--- config.mk ---
export PLATFORM = sky130hd
export DESIGN_NAME = fetch_npc_unit_flat
export DESIGN_NICKNAME = d
export VERILOG_FILES = /design/src/rtl/fetch_npc_unit_pkg.sv /design/src/rtl/fetch_npc_unit_if.sv /design/src/rtl/fetch_npc_unit_npc_gen.sv /design/src/rtl/fetch_npc_unit.sv /design/src/flat_wrapper.sv
export SDC_FILE = /design/constraint.sdc
export NUM_CORES = 1
export LEC_CHECK = 0
export BUFFER_PORTS_ARGS = -buffer_cell sky130_fd_sc_hd__buf_4
export CAP_MARGIN = 20
export CORE_ASPECT_RATIO = 2
export CORE_MARGIN = 2
export CORE_UTILIZATION = 43
export CTS_CLUSTER_DIAMETER = 150
export CTS_CLUSTER_SIZE = 8
export DETAILED_ROUTE_END_ITERATION = 12
export GPL_TIMING_DRIVEN = 0
export PLACE_DENSITY = 0.74
export SLEW_MARGIN = 20
export SYNTH_ARGS = -nofsm -noshare
export SYNTH_HDL_FRONTEND = slang
export SYNTH_SLANG_ARGS = --single-unit
--- constraint.sdc ---
create_clock -name clk -period 4.6 [get_ports clk]
set_input_delay 0 -clock clk [delete_from_list [all_inputs] [get_ports clk]]
set_output_delay 0 -clock clk [all_outputs]
set_load 0.05 [all_outputs]
--- src/rtl/fetch_npc_unit_pkg.sv ---
// Shared branch-class encoding and reset PC for the fetch / next-PC slice.
// Imported by the interface, npc_gen and the fetch_npc_unit top.
package fetch_npc_unit_pkg;

  typedef logic [3:0] br_type_t;

  localparam br_type_t BR_NONE    = 4'd0;
  localparam br_type_t BR_BEQ     = 4'd1;
  localparam br_type_t BR_BNE     = 4'd2;
  localparam br_type_t BR_BGEZ    = 4'd3;
  localparam br_type_t BR_BGTZ    = 4'd4;
  localparam br_type_t BR_BLEZ    = 4'd5;
  localparam br_type_t BR_BLTZ    = 4'd6;
  localparam br_type_t BR_J       = 4'd7;
  localparam br_type_t BR_JR      = 4'd8;
  localparam br_type_t BR_BGEZALR = 4'd9;

  localparam logic [31:0] RESET_PC = 32'h0000_3000;

endpackage

--- src/rtl/fetch_npc_unit_if.sv ---
// Fetch-side bundle: IM address/data, F/D outputs and decode-stage branch inputs.
// master = fetch_npc_unit, slave = surrounding pipeline (decoder, comparator, hazard unit, IM).
interface fetch_npc_unit_if;
  import fetch_npc_unit_pkg::*;

  logic        stall;
  logic [31:0] F_instr;
  logic [31:0] F_pc;
  logic [31:0] D_instr;
  logic [31:0] D_pc;
  logic [31:0] D_pc8;
  br_type_t    D_br_type;
  logic        D_equal;
  logic        D_equal_0;
  logic        D_great_0;
  logic [31:0] D_rs_val;
  logic [31:0] D_rt_val;
  logic        D_br_taken;

  modport master (
    input  stall, F_instr, D_br_type, D_equal, D_equal_0, D_great_0, D_rs_val, D_rt_val,
    output F_pc, D_instr, D_pc, D_pc8, D_br_taken
  );

  modport slave (
    output stall, F_instr, D_br_type, D_equal, D_equal_0, D_great_0, D_rs_val, D_rt_val,
    input  F_pc, D_instr, D_pc, D_pc8, D_br_taken
  );

endinterface

--- src/rtl/fetch_npc_unit_npc_gen.sv ---
// Combinational next-PC: resolves the D-stage branch/jump and picks target or F_pc+4.
// Zero latency; no flow control of its own (stall gating lives in the register stage).
module npc_gen
  import fetch_npc_unit_pkg::*;
(
  input  logic [31:0] F_pc,
  input  logic [31:0] D_pc,
  input  logic [31:0] D_instr,
  input  br_type_t    D_br_type,
  input  logic        D_equal,
  input  logic        D_equal_0,
  input  logic        D_great_0,
  input  logic [31:0] D_rs_val,
  input  logic [31:0] D_rt_val,
  output logic [31:0] npc,
  output logic        br_taken
);

  logic [31:0] br_off;
  logic [31:0] br_tgt;
  logic [31:0] j_tgt;
  logic [31:0] target;
  logic        ge_0;
  logic        unused_opcode;

  assign br_off = {{14{D_instr[15]}}, D_instr[15:0], 2'b00};
  assign br_tgt = D_pc + 32'd4 + br_off;
  assign j_tgt  = {D_pc[31:28], D_instr[25:0], 2'b00};
  assign ge_0   = D_great_0 | D_equal_0;
  // Opcode field is decoded upstream into D_br_type.
  assign unused_opcode = ^D_instr[31:26];

  always_comb begin
    br_taken = 1'b0;
    target   = br_tgt;
    case (D_br_type)
      BR_BEQ:     br_taken = D_equal;
      BR_BNE:     br_taken = !D_equal;
      BR_BGEZ:    br_taken = ge_0;
      BR_BGTZ:    br_taken = D_great_0;
      BR_BLEZ:    br_taken = !D_great_0;
      BR_BLTZ:    br_taken = !ge_0;
      BR_J: begin
        br_taken = 1'b1;
        target   = j_tgt;
      end
      BR_JR: begin
        br_taken = 1'b1;
        target   = D_rs_val;
      end
      BR_BGEZALR: begin
        br_taken = ge_0;
        target   = D_rt_val;
      end
      default:    br_taken = 1'b0;
    endcase
    npc = br_taken ? target : (F_pc + 32'd4);
  end

endmodule

--- src/rtl/fetch_npc_unit.sv ---
// PC register and F/D pipeline register; redirect lands one unstalled edge after a taken D branch.
// stall=1 freezes PC and F/D completely; no bubbles are inserted here.
module fetch_npc_unit
  import fetch_npc_unit_pkg::*;
#(
  parameter logic [31:0] PC_RESET = RESET_PC
)(
  input  logic             clk,
  input  logic             reset,
  fetch_npc_unit_if.master bus
);

  logic [31:0] pc_q, pc_d;
  logic [31:0] d_instr_q, d_instr_d;
  logic [31:0] d_pc_q, d_pc_d;
  logic [31:0] npc;
  logic        br_taken;

  npc_gen u_npc_gen (
    .F_pc      (pc_q),
    .D_pc      (d_pc_q),
    .D_instr   (d_instr_q),
    .D_br_type (bus.D_br_type),
    .D_equal   (bus.D_equal),
    .D_equal_0 (bus.D_equal_0),
    .D_great_0 (bus.D_great_0),
    .D_rs_val  (bus.D_rs_val),
    .D_rt_val  (bus.D_rt_val),
    .npc       (npc),
    .br_taken  (br_taken)
  );

  always_comb begin
    pc_d      = pc_q;
    d_instr_d = d_instr_q;
    d_pc_d    = d_pc_q;
    if (!bus.stall) begin
      pc_d      = npc;
      d_instr_d = bus.F_instr;
      d_pc_d    = pc_q;
    end
  end

  always_ff @(posedge clk) begin
    if (reset) begin
      pc_q      <= PC_RESET;
      d_instr_q <= 32'd0;
      d_pc_q    <= 32'd0;
    end else begin
      pc_q      <= pc_d;
      d_instr_q <= d_instr_d;
      d_pc_q    <= d_pc_d;
    end
  end

  assign bus.F_pc       = pc_q;
  assign bus.D_instr    = d_instr_q;
  assign bus.D_pc       = d_pc_q;
  assign bus.D_pc8      = d_pc_q + 32'd8;
  assign bus.D_br_taken = br_taken;

endmodule

--- src/flat_wrapper.sv ---
// flat-port wrapper written by rule: the top's interface ports become plain ports
module fetch_npc_unit_flat import fetch_npc_unit_pkg::*;
#(
  parameter logic [31:0] PC_RESET = RESET_PC
)
  (clk, reset, bus_stall, bus_F_instr, bus_D_br_type, bus_D_equal, bus_D_equal_0, bus_D_great_0, bus_D_rs_val, bus_D_rt_val, bus_F_pc, bus_D_instr, bus_D_pc, bus_D_pc8, bus_D_br_taken);
  fetch_npc_unit_if bus_i ();
  input  logic clk;
  input  logic reset;
  input wire logic [$bits(bus_i.stall)-1:0] bus_stall;
  input wire logic [$bits(bus_i.F_instr)-1:0] bus_F_instr;
  input wire logic [$bits(bus_i.D_br_type)-1:0] bus_D_br_type;
  input wire logic [$bits(bus_i.D_equal)-1:0] bus_D_equal;
  input wire logic [$bits(bus_i.D_equal_0)-1:0] bus_D_equal_0;
  input wire logic [$bits(bus_i.D_great_0)-1:0] bus_D_great_0;
  input wire logic [$bits(bus_i.D_rs_val)-1:0] bus_D_rs_val;
  input wire logic [$bits(bus_i.D_rt_val)-1:0] bus_D_rt_val;
  output wire logic [$bits(bus_i.F_pc)-1:0] bus_F_pc;
  output wire logic [$bits(bus_i.D_instr)-1:0] bus_D_instr;
  output wire logic [$bits(bus_i.D_pc)-1:0] bus_D_pc;
  output wire logic [$bits(bus_i.D_pc8)-1:0] bus_D_pc8;
  output wire logic [$bits(bus_i.D_br_taken)-1:0] bus_D_br_taken;
  assign bus_i.stall = bus_stall;
  assign bus_i.F_instr = bus_F_instr;
  assign bus_i.D_br_type = bus_D_br_type;
  assign bus_i.D_equal = bus_D_equal;
  assign bus_i.D_equal_0 = bus_D_equal_0;
  assign bus_i.D_great_0 = bus_D_great_0;
  assign bus_i.D_rs_val = bus_D_rs_val;
  assign bus_i.D_rt_val = bus_D_rt_val;
  assign bus_F_pc = bus_i.F_pc;
  assign bus_D_instr = bus_i.D_instr;
  assign bus_D_pc = bus_i.D_pc;
  assign bus_D_pc8 = bus_i.D_pc8;
  assign bus_D_br_taken = bus_i.D_br_taken;
  fetch_npc_unit #(.PC_RESET(PC_RESET)) u_core (.clk(clk), .reset(reset), .bus(bus_i));
endmodule
; Yosys cells after proc, flatten, opt, wreduce, memory -nomap -nowiden
; Cells that the tools add are included.
; W data, S select, Z words.
[classes]
n_addsub = 4
eq_ne = 9
n_mux = 3
bitwise_logic = 1
reduce_logical = 5
[op_table]
columns = cell, count
row1 = $pmux W32 S3, 1
row2 = $add A32 B3 Y32 const B, 2
row3 = $add A32 B32 Y32, 1
row4 = $add A32 B4 Y32 const B, 1
row5 = $mux W32, 1
row6 = $eq A4 B3 Y1 const B, 4
row7 = $eq A4 B2 Y1 const B, 2
row8 = $eq A4 B4 Y1 const B, 2
row9 = $pmux W1 S7, 1
row10 = $eq A4 B1 Y1 const B, 1
row11 = $reduce_or A2 Y1, 2
row12 = $logic_not A1 Y1, 3
row13 = $or A1 B1 Y1, 1
[word_totals]
register_bits = 96
in_bits = 106
output_inout_bits = 129
elab_cells = 25

; Logic depth before layout (Yosys ltp)
; Gate-level depths: netlist of the first run.
[depth]
word_depth = 4
depth_mapped = 13
mapped_depth_nobuf = 13

; By module
; Synthesis of the first run repeated with hierarchy kept, for this count alone.
[unflattened]
hier_cells = 966
hier_area_um2 = 7940.1
[modules_own_cells]
columns = module, instances, cells_per_inst, area_per_inst_um2, seq_area_each_um2
row1 = npc_gen, 1, 574, 3990.1, 0.0
row2 = fetch_npc_unit, 1, 392, 3950.0, 1921.8

; Worst setup path before layout of the first run
; Ideal clock, no wire load.
[synth_timing]
path_kind = reg-to-reg
from = reg u_core.d_instr_q[15], in the netlist u_core.bus.D_instr[15]
to = reg u_core.pc_q[30], in the netlist u_core.bus.F_pc[30]
setup_ps = 120
arrival_ps = 3254
required_ps = 4480
slack_ps = 1226
stages_incl_launch_ff = 10
path_buffers = 1
synth_period_minus_slack_ps = 3374
cell_sequence = dfxtp_1 > ha_1 > ha_1 > clkbuf_1 > nand4_1 > or4_4 > a2111oi_4 > o31a_1 > nor3_1 > o31a_1
[synth_via]
elab_chain_cells = 3
[synth_rtl]
columns = item, line
row1 = from (decl), fetch_npc_unit.sv:14  ; logic [31:0] d_instr_q, d_instr_d;
row2 = from (signal assigned), fetch_npc_unit.sv:51  ; d_instr_q <= d_instr_d;
row3 = $add A32 B32 Y32, fetch_npc_unit_npc_gen.sv:27  ; assign br_tgt = D_pc + 32'd4 + br_off;
row4 = $pmux W32 S3, fetch_npc_unit_npc_gen.sv:36  ; case (D_br_type)
row5 = $mux W32, fetch_npc_unit_npc_gen.sv:57  ; npc = br_taken ? target : (F_pc + 32'd4);
row6 = to (signal assigned), fetch_npc_unit.sv:50  ; pc_q <= pc_d;
row7 = to (decl), fetch_npc_unit.sv:13  ; logic [31:0] pc_q, pc_d;
; Every way passes these cells.
; A chain may end at the register's enable or synchronous reset.

; Final worst setup path of the first run
[layout_timing]
from = reg u_core.d_instr_q[15], in the netlist u_core.bus.D_instr[15]
to = reg u_core.pc_q[31], in the netlist u_core.bus.F_pc[31]
; Same word-level chain as after synthesis.

==> results of run 1 <==
-- placed cells by master (no fill, tap or decap), types with 5 or more instances in the layout --
cell,count
clkbuf_16,9
buf_4,237
a21oi_1,75
mux2_2,9
buf_1,5
clkbuf_1,41
nor4_1,7
and3_1,22
dfxtp_1,96
ha_1,59
a31oi_1,9
nand4_1,12
o21ai_0,52
nor2_1,115
inv_1,17
mux2i_1,86
xor2_1,20
o211ai_1,5
dlygate4sd3_1,32
a211oi_1,15
o21bai_1,5
nand2_1,80
nor3_1,15
nand3_1,33
buf_2,5
xnor2_1,33
a221oi_1,15
a2111oi_0,8
o221ai_1,5
a21o_1,11
-- stage by stage --
step	power, W	util, %	cells	instance area, um^2
2_1_floorplan	0.00149	-	916	7300
3_3_place_gp	0.00179	55.8	1355	9300
3_5_place_dp	0.00180	55.8	1356	9310
4_1_cts	0.00260	59.6	1404	9940
5_1_grt	0.00271	59.6	1404	9940
6_report	0.00262	59.6	1404	9940
-- sequential cells by signal (all words and copies together) (netlist names) --
signal	flops
u_core.bus.D_instr	32
u_core.bus.F_pc	32
u_core.bus.D_pc	32
-- worst max-delay path by stage --
stage | start | end | slack (ns)
after global placement | u_core.bus.D_instr[15] | u_core.bus.F_pc[25] | 0.86
after global routing | u_core.bus.D_instr[15] | u_core.bus.F_pc[31] | 0.63
final | u_core.bus.D_instr[15] | u_core.bus.F_pc[31] | 0.74
after detailed placement | u_core.bus.D_instr[15] | u_core.bus.F_pc[25] | 0.82
after CTS | u_core.bus.D_instr[15] | u_core.bus.F_pc[25] | 0.83
after floorplan | u_core.bus.D_instr[15] | u_core.bus.F_pc[30] | 1.23
-- cell usage after synthesis (9+ instances only) --
master / count / area share, %
mux2_2: 9 / 1.4
nand3_1: 33 / 2.3
a221oi_1: 15 / 1.8
xnor2_1: 33 / 4.0
a21o_1: 11 / 1.1
nand2_1: 80 / 4.1
nor2_1: 115 / 5.9
clkbuf_1: 41 / 2.1
a31oi_1: 9 / 0.77
nor3_1: 15 / 1.0
xor2_1: 20 / 2.4
a21oi_1: 75 / 5.1
o21ai_0: 52 / 3.6
a211oi_1: 15 / 1.5
nand4_1: 12 / 1.0
mux2i_1: 86 / 12
inv_1: 17 / 0.87
dfxtp_1: 96 / 26
and3_1: 22 / 1.9
ha_1: 59 / 10
-- layout make-up --
cell class                 count  area [um^2]  share of cell area, %
buffer                        55          228                   2.29
clock inverter                 7         82.6                  0.831
multi-input combinational    747         5090                   51.2
clock buffer                   9          225                   2.27
tap                          207          259                   2.61
sequential                    96         1920                   19.3
inverter                      18         67.6                  0.680
timing repair buffer         265         2070                   20.8
-- cells by family after synthesis --
logic type,share of synthesized area (%)
AND/OR/NAND/NOR,19.6
AO/OA/AOI/OAI,20.1
flip-flops,26.3
multiplexers,13.2
buffers and inverters,4.04
adder cells (fa/ha/maj),10.4
XOR/XNOR,6.36
-- per-layer routing --
layer | wire length [um] | global-route usage, %
met5 | 0 | 0
met1 | 9700 | 31.6
met3 | 1580 | 3.04
met2 | 15200 | 56.1
met4 | 2060 | 20.9
-- what timing repair did --
| action | in CTS | in global routing |
|---|---|---|
| gates resized for setup | 0 | 0 |
| setup endpoints to repair | 0 | 0 |
| hold endpoints to repair | 32 | 0 |
| hold buffers | 32 | 0 |
-- power groups by stage --
| stage | sequential [W] | combinational [W] | clock (W) |
|---|---|---|---|
| floorplan | 0.00113 | 0.000363 | 0 |
| global placement | 0.000983 | 0.000809 | 0 |
| detailed placement | 0.000984 | 0.000819 | 0 |
| CTS | 0.000965 | 0.000844 | 0.000795 |
| global route | 0.000972 | 0.000904 | 0.000829 |
| finish | 0.000967 | 0.000853 | 0.000796 |
-- critical path, cell delays in order, from the launching register on --
cell and delay (ns):
dfxtp_1 0.83, ha_1 0.37, ha_1 0.27, clkbuf_1 0.28, a21o_1 0.22, a21oi_1 0.11, nor3b_1 0.18, a2111oi_0 0.84
nor2_1 0.19, o21bai_1 0.22, a221oi_1 0.10, a21oi_1 0.17
==> results.py, run 1 <==
metrics = {
    "outcome": {
        "status": "finished, final reports clean",
    },
    "global_routing": {
        "grt_max_degree": 19,
        "grt_pass1_wl_um": 42600,
        "antenna_found_initial": 0,
        "globalRouteTotalUtil_pct": 30.8,
        "first_global_vias": 8227,
        "gr-total-overflow": 0,
    },
    "power_and_ir_drop": {
        "p_sw_w": 0.000990,
        "leakagePower_nw": 4.69,
        "power_density_nw_per_um2": 263,
        "switching_share_pct": 37.9,
        "internal_power_w": 0.00163,
        "peakVddDrop_mv": 0.160,
        "p_comb_share_pct": 32.6,
        "seqPwrFrac_pct": 37.0,
        "power_frac_clock_pct": 30.4,
    },
    "sta": {
        "finalSetupViolations": 0,
        "finalCritPeriodShare_pct": 83.9,
        "min_period_ns": 3.86,
        "finalMaxSlewViolations": 0,
        "worstMarginPinSlew_ns": 1.03,
        "hold_viol": 0,
        "fin_worst_skew_ns": 0.0133,
        "rsz0062_at_grt": "false",
        "setup_ws_ns": 0.741,
        "max_freq_mhz": 259,
        "finalSetupTns_ns": 0,
        "slew-limit-headroom_pct": 31.5,
        "timing.hold.ws_ns": 0.0879,
    },
    "clock_network": {
        "post_cts_buffers": 0,
        "clkLatencyLatePin_ns": 0.35,
        "cts_made_buffers": 9,
        "h-tree-depth": 3,
        "cts.sinks": 96,
        "clkTransAtPathRegs_ns": 0.07,
        "cts_buffer_depth": 2,
        "tritoncts": "built",
        "cts_root_buffer": "clkbuf_16",
    },
    "finish": {
        "insertedDiodeCount": 0,
        "nFillCells": 1570,
        "fin_nets": 1358,
        "drive_gt1_share_pct": 23.3,
        "area_delta_synth_final_pct": 36.2,
    },
    "drt": {
        "wl_um": 28500,
        "antenna_left": 0,
        "drt_iter0_markers": 825,
        "drc": 0,
        "vias_per_cell": 5.93,
        "avgRoutedWirePerCell_um": 20.3,
        "vias": 8332,
        "first_pass_iters": 8,
    },
    "min_path": {
        "hold_path_startpoint": "bus_D_rs_val[29]",
        "hold_depth": 4,
        "min_to": "u_core.bus.F_pc[29]",
        "min_path_type": "in2reg",
    },
    "place": {
        "port_buffers": 232,
        "dp_hpwl_um": 22200,
        "gp_congestion": 1.01,
        "pre_cts_slack_ns": 0.819,
    },
    "worst_setup_path": {
        "r2r-start": "u_core.bus.D_instr[15]",
        "critPathRequiredTime_ns": 4.87,
        "r2r_setup_slack_ns": 0.74,
        "cp.arrival_ns": 4.13,
        "ff2ff_path_depth": 11,
        "endpoint_kind": "register",
        "crit_fanout": 18,
        "worst-setup-path-type": "reg2reg",
        "critPathLaunchType": "register",
        "timing.rr.end": "u_core.bus.F_pc[31]",
    },
    "floorplanning": {
        "start_util_pct": 43.8,
        "die-area_um2": 18100,
        "die_width_um": 96.1,
        "die_y_um": 188,
        "core_area_um2": 16700,
        "row_count": 67,
        "num_io_pins": 235,
    },
    "synthesis": {
        "yosysSeqAreaShare_pct": 26.3,
        "ys_seq_elements": 96,
        "synth_edf_count": 0,
        "synth.distinct_cells": 58,
        "synthesis.nets": 1082,
        "synth_area_um2": 7300,
        "avgSynthCellArea_um2": 7.97,
        "syn_inst": 916,
        "async_reset_ff_share_pct": 0,
        "synth_ff_type": "dfxtp_1",
        "ys.warnings.count": 0,
    },
    "run": {
        "drv_cap": 0,
    },
}
No activity file was read; power rests on OpenSTA's default activity.
==> inputs of run 2 (changes only) <==
clock period = 3.7 ns   (was 4.6 ns; I/O delays follow)
==> results.py, run 2 (same netlist as run 1, synthesis figures left out) <==
metrics = {
    "global_routing": {
        "grt_pass1_wl_um": 42600,
        "antenna_found_initial": 0,
        "gr-total-overflow": 0,
        "grt_max_degree": 19,
        "first_global_vias": 8229,
        "globalRouteTotalUtil_pct": 30.8,
    },
    "floorplanning": {
        "die_y_um": 188,
        "row_count": 67,
        "die_width_um": 96.1,
        "num_io_pins": 235,
        "die-area_um2": 18100,
        "start_util_pct": 43.8,
        "core_area_um2": 16700,
    },
    "sta": {
        "finalCritPeriodShare_pct": 94.3,
        "worstMarginPinSlew_ns": 1.04,
        "finalSetupViolations": 0,
        "fin_worst_skew_ns": 0.0130,
        "min_period_ns": 3.49,
        "rsz0062_at_grt": "false",
        "finalMaxSlewViolations": 0,
        "max_freq_mhz": 287,
        "slew-limit-headroom_pct": 30.9,
        "hold_viol": 0,
    },
    "power_and_ir_drop": {
        "internal_power_w": 0.00202,
        "switching_share_pct": 37.9,
        "finalPower_w": 0.00326,
        "power_density_nw_per_um2": 327,
        "peakVddDrop_mv": 0.207,
        "seqPwrFrac_pct": 36.9,
        "power_frac_clock_pct": 30.5,
        "leakagePower_nw": 4.70,
        "p_comb_share_pct": 32.6,
        "p_sw_w": 0.00123,
    },
    "drt": {
        "vias": 8393,
        "first_pass_iters": 6,
        "vias_per_cell": 5.97,
        "wl_um": 28600,
        "drc": 0,
        "antenna_left": 0,
        "avgRoutedWirePerCell_um": 20.3,
        "drt_iter0_markers": 805,
    },
    "worst_setup_path": {
        "crit_fanout": 8,
        "critPathSlowestCell": "dfxtp_1",
        "r2r-start": "u_core.bus.D_pc[14]",
        "crit_start": "u_core.bus.D_pc[14]",
        "critPathLaunchType": "register",
        "slowest_delay_ns": 0.51,
        "worstPathCellList": "ha_1 > ha_1 > clkbuf_1 > a21oi_1 > nand3b_1 > nor4_1 > o21ai_0 > a21oi_1 > xor2_1 > o21ai_0 > o2111a_1",
        "worst-setup-path-type": "reg2reg",
        "critPathRequiredTime_ns": 3.95,
        "endpoint_kind": "register",
        "cp.arrival_ns": 3.74,
        "crit_family": "compound AO/OA/AOI/OAI gates",
        "cp_num_buf_inv": 1,
    },
    "min_path": {
        "min_path_type": "in2reg",
        "hold_path_startpoint": "bus_D_rs_val[29]",
    },
    "place": {
        "dpl_cell_area_um2": 9310,
        "port_buffers": 232,
        "dp_hpwl_um": 22200,
        "gp_congestion": 1.01,
    },
    "clock_network": {
        "clkLatencyLatePin_ns": 0.36,
        "tritoncts": "built",
        "cts_buffer_depth": 2,
        "h-tree-depth": 3,
        "cts_made_buffers": 9,
        "cts.sinks": 96,
        "cts_root_buffer": "clkbuf_16",
        "clkTransAtPathRegs_ns": 0.08,
    },
    "finish": {
        "area_delta_synth_final_pct": 36.5,
        "drive_gt1_share_pct": 23.7,
        "fin_nets": 1359,
        "layout_commonest_cell": "buf_4",
        "mostFrequentLayoutCells": "buf_4 (238), nor2_1 (115), dfxtp_1 (94)",
        "final_area_um2": 9960,
        "insertedDiodeCount": 0,
    },
    "outcome": {
        "status": "finished, final reports clean",
    },
    "run": {
        "drv_cap": 0,
    },
}
[run 2: what timing repair did]
item | in CTS | in global routing
buffers inserted | 1 | 0
endpoints found under the hold margin | 32 | 0
hold buffers | 32 | 0
setup endpoints to repair | 2 | 4
pin swaps | 1 | 0
gates resized for setup | 1 | 6
[run 2: metrics by stage]
stage	setup TNS, ns	instances	hold WS, ns	setup slack [ns]	util (%)
after global placement	-0.0445	1355	0.229	-0.0445	55.8
after detailed placement	-0.135	1356	0.238	-0.0810	55.8
after global routing	0	1405	0.0980	0.0489	59.7
final	0	1405	0.0844	0.210	59.7
after CTS	0	1405	0.0934	0.0266	59.6
after floorplan	0	916	0.144	0.326	-
[run 2: final cells by class]
| class | instances | area [um^2] |
|---|---|---|
| plain buffers | 55 | 228 |
| clock buffers | 9 | 225 |
| clock inverters | 7 | 82.6 |
| fillers | 1568 | 6720 |
| inverters | 18 | 67.6 |
| multi-input cells | 747 | 5100 |
| flip-flops and latches | 96 | 1920 |
| well taps | 207 | 259 |
| repair buffers | 266 | 2080 |
[run 2: worst reg2reg max path: cells and delay by family, from the launching register on]
kind | cells | cell delay, ns
DFF | 1 | 0.51
AOI/OAI and AO/OA | 5 | 1.24
and+or+nand+nor | 2 | 0.60
adders and majority gates | 2 | 0.57
xor gates and xnor gates | 1 | 0.28
buffers and inverters | 1 | 0.19
[run 2: routing by layer]
layer  vias to the layer above  wire, um  global-route usage (%)
met5                         -         0                       0
met1                      3915      9680                    31.6
li1                       3920         -                       -
met4                         0      2170                    20.9
met2                       422     15100                    56.1
met3                       136      1590                    3.04
[run 2: worst paths after layout]
path / end / slack (ns) / cells past startpoint
hold / removal: u_core.bus.F_pc[29] / 0.08 / 4
setup reg to reg: u_core.bus.F_pc[28] / 0.21 / 11
hold reg to reg: u_core.bus.D_instr[26] / 0.50 / 2
setup / recovery: u_core.bus.F_pc[28] / 0.21 / 11
[run 2: power groups by stage]
stage	clock [W]	sequential, W	combinational [W]
6_report	0.000992	0.00120	0.00106
4_1_cts	0.000989	0.00120	0.00105
2_1_floorplan	0	0.00140	0.000451
3_5_place_dp	0	0.00122	0.00102
5_1_grt	0.00103	0.00121	0.00112
3_3_place_gp	0	0.00122	0.00101
==> inputs of run 3 (changes only) <==
PLACE_DENSITY = 0.77   (was 0.74)
clock period = 2.9 ns   (was 3.7 ns; I/O delays follow)
==> results.py, run 3 (same netlist as run 1, synthesis figures left out) <==
metrics = {
    "drt": {
        "antenna_left": 0,
        "vias": 8560,
        "vias_per_cell": 6.03,
        "first_pass_iters": 6,
        "drt_iter0_markers": 797,
        "drc": 0,
        "avgRoutedWirePerCell_um": 21.2,
        "wl_um": 30100,
    },
    "global_routing": {
        "globalRouteTotalUtil_pct": 33.1,
        "grt_max_degree": 17,
        "grt_pass1_wl_um": 45600,
        "antenna_found_initial": 0,
        "gr-total-overflow": 0,
        "first_global_vias": 8433,
    },
    "floorplanning": {
        "die-area_um2": 18100,
        "start_util_pct": 43.8,
        "die_width_um": 96.1,
        "core_area_um2": 16700,
        "num_io_pins": 235,
        "row_count": 67,
        "die_y_um": 188,
    },
    "worst_setup_path": {
        "cp_num_buf_inv": 1,
        "critPathSlowestCell": "or4_4",
        "endpoint_kind": "register",
        "crit_family": "simple AND/OR/NAND/NOR gates",
        "r2r_setup_slack_ns": -0.04,
        "cp.arrival_ns": 3.20,
        "worst-setup-path-type": "reg2reg",
        "critPathLaunchType": "register",
        "worstPathCellList": "ha_2 > ha_4 > inv_1 > nor4_4 > nor3_4 > or4_4 > a2111oi_4 > o31a_1 > nor3_1 > o31a_1",
        "slowest_delay_ns": 0.48,
        "timing.rr.end": "u_core.bus.F_pc[30]",
        "critPathRequiredTime_ns": 3.16,
        "crit_top_cell": "o31a_1",
        "ff2ff_path_depth": 10,
        "r2r-start": "u_core.bus.D_instr[5]",
        "crit_fanout": 5,
    },
    "finish": {
        "fin_nets": 1374,
        "layout_commonest_cell": "buf_4",
        "stdcell_count": 1420,
        "mostFrequentLayoutCells": "buf_4 (257), nor2_1 (111), mux2i_1 (86)",
        "final_area_um2": 10700,
        "drive_gt1_share_pct": 31.9,
        "area_delta_synth_final_pct": 46.0,
        "insertedDiodeCount": 0,
    },
    "sta": {
        "worstMarginPinSlew_ns": 1.03,
        "finalSetupViolations": 1,
        "hold_viol": 0,
        "finalCritPeriodShare_pct": 101,
        "timing.hold.ws_ns": 0.0793,
        "slew-limit-headroom_pct": 31.3,
        "rsz0062_at_grt": "true",
        "min_period_ns": 2.94,
        "finalMaxSlewViolations": 0,
        "max_freq_mhz": 340,
        "fin_worst_skew_ns": 0.0131,
        "finalSetupTns_ns": -0.0408,
        "setup_ws_ns": -0.0408,
    },
    "place": {
        "gp_congestion": 0.973,
        "dpl_cell_area_um2": 9530,
        "port_buffers": 232,
        "dp_hpwl_um": 22600,
        "dp.cells": 1356,
    },
    "clock_network": {
        "cts_root_buffer": "clkbuf_16",
        "clkTransAtPathRegs_ns": 0.08,
        "tritoncts": "built",
        "cts_buffer_depth": 2,
        "cts.sinks": 96,
        "cts_made_buffers": 9,
        "h-tree-depth": 3,
        "clkLatencyLatePin_ns": 0.37,
    },
    "power_and_ir_drop": {
        "power_density_nw_per_um2": 400,
        "leakagePower_nw": 4.84,
        "peakVddDrop_mv": 0.306,
    },
    "outcome": {
        "status": "finished, violations left",
        "violations": "negative setup slack",
    },
    "min_path": {
        "min_to": "u_core.bus.F_pc[29]",
        "hold_depth": 4,
        "min_path_type": "in2reg",
        "hold_path_startpoint": "bus_D_rt_val[29]",
    },
    "run": {
        "drv_cap": 0,
    },
}
==> run 3: layout make-up <==
type | instances | area (um^2)
Multi-Input combinational cell | 747 | 5540
Buffer | 48 | 199
Fill cell | 1455 | 6020
Sequential cell | 96 | 2020
Tap cell | 207 | 259
Clock inverter | 6 | 63.8
Timing Repair Buffer | 288 | 2270
Clock buffer | 10 | 250
Inverter | 18 | 67.6
==> run 3: repair_timing <==
action                                  CTS  global route
hold buffers                             32             0
pin swaps                                16             6
resized for setup                        40            24
buffers inserted                         22             1
endpoints found under the hold margin    32             0
endpoints found under the setup margin   11            15
==> run 3: how the worst max path moves through the flow <==
stage / startpoint / endpoint / slack (ns) / cells after the start
after floorplan: u_core.bus.D_pc[11] / u_core.bus.F_pc[30] / -0.03 / 11
after global placement: u_core.bus.D_pc[3] / u_core.bus.F_pc[25] / -0.49 / 11
after detailed placement: u_core.bus.D_pc[3] / u_core.bus.F_pc[25] / -0.48 / 11
after CTS: u_core.bus.D_pc[3] / u_core.bus.F_pc[21] / -0.02 / 10
after global routing: u_core.bus.D_pc[10] / u_core.bus.F_pc[30] / -0.11 / 10
final: u_core.bus.D_instr[5] / u_core.bus.F_pc[30] / -0.04 / 10
==> run 3: tightest hold or removal path, cell delays in order <==
cell and delay (ns):
buf_4 0.07, mux2_2 0.14, a221oi_1 0.07, a21oi_1 0.12
==> run 3: layer usage <==
| metal | GRT usage [%] | share of wire (%) | up-vias |
|---|---|---|---|
| li1 | - | - | 3956 |
| met1 | 34.0 | 32 | 4013 |
| met4 | 21.1 | 6.9 | 0 |
| met5 | 0 | 0 | - |
| met3 | 4.96 | 6.6 | 136 |
| met2 | 59.9 | 54 | 455 |
==> run 3: power breakdown <==
part / switching [W] / internal [W] / leakage (nW)
clock: 0.000570 / 0.000722 / 0.152
sequential: 0.000133 / 0.00139 / 0.807
combinational: 0.000897 / 0.000551 / 3.88
==> run 3: per-stage QoR <==
step	utilization, %	power, W	worst slack, ns
after global placement	57.0	0.00285	-0.490
after CTS	63.2	0.00422	-0.0199
after floorplan	-	0.00238	-0.0260
after detailed placement	57.1	0.00287	-0.478
after global routing	63.9	0.00441	-0.114
final	63.9	0.00426	-0.0408
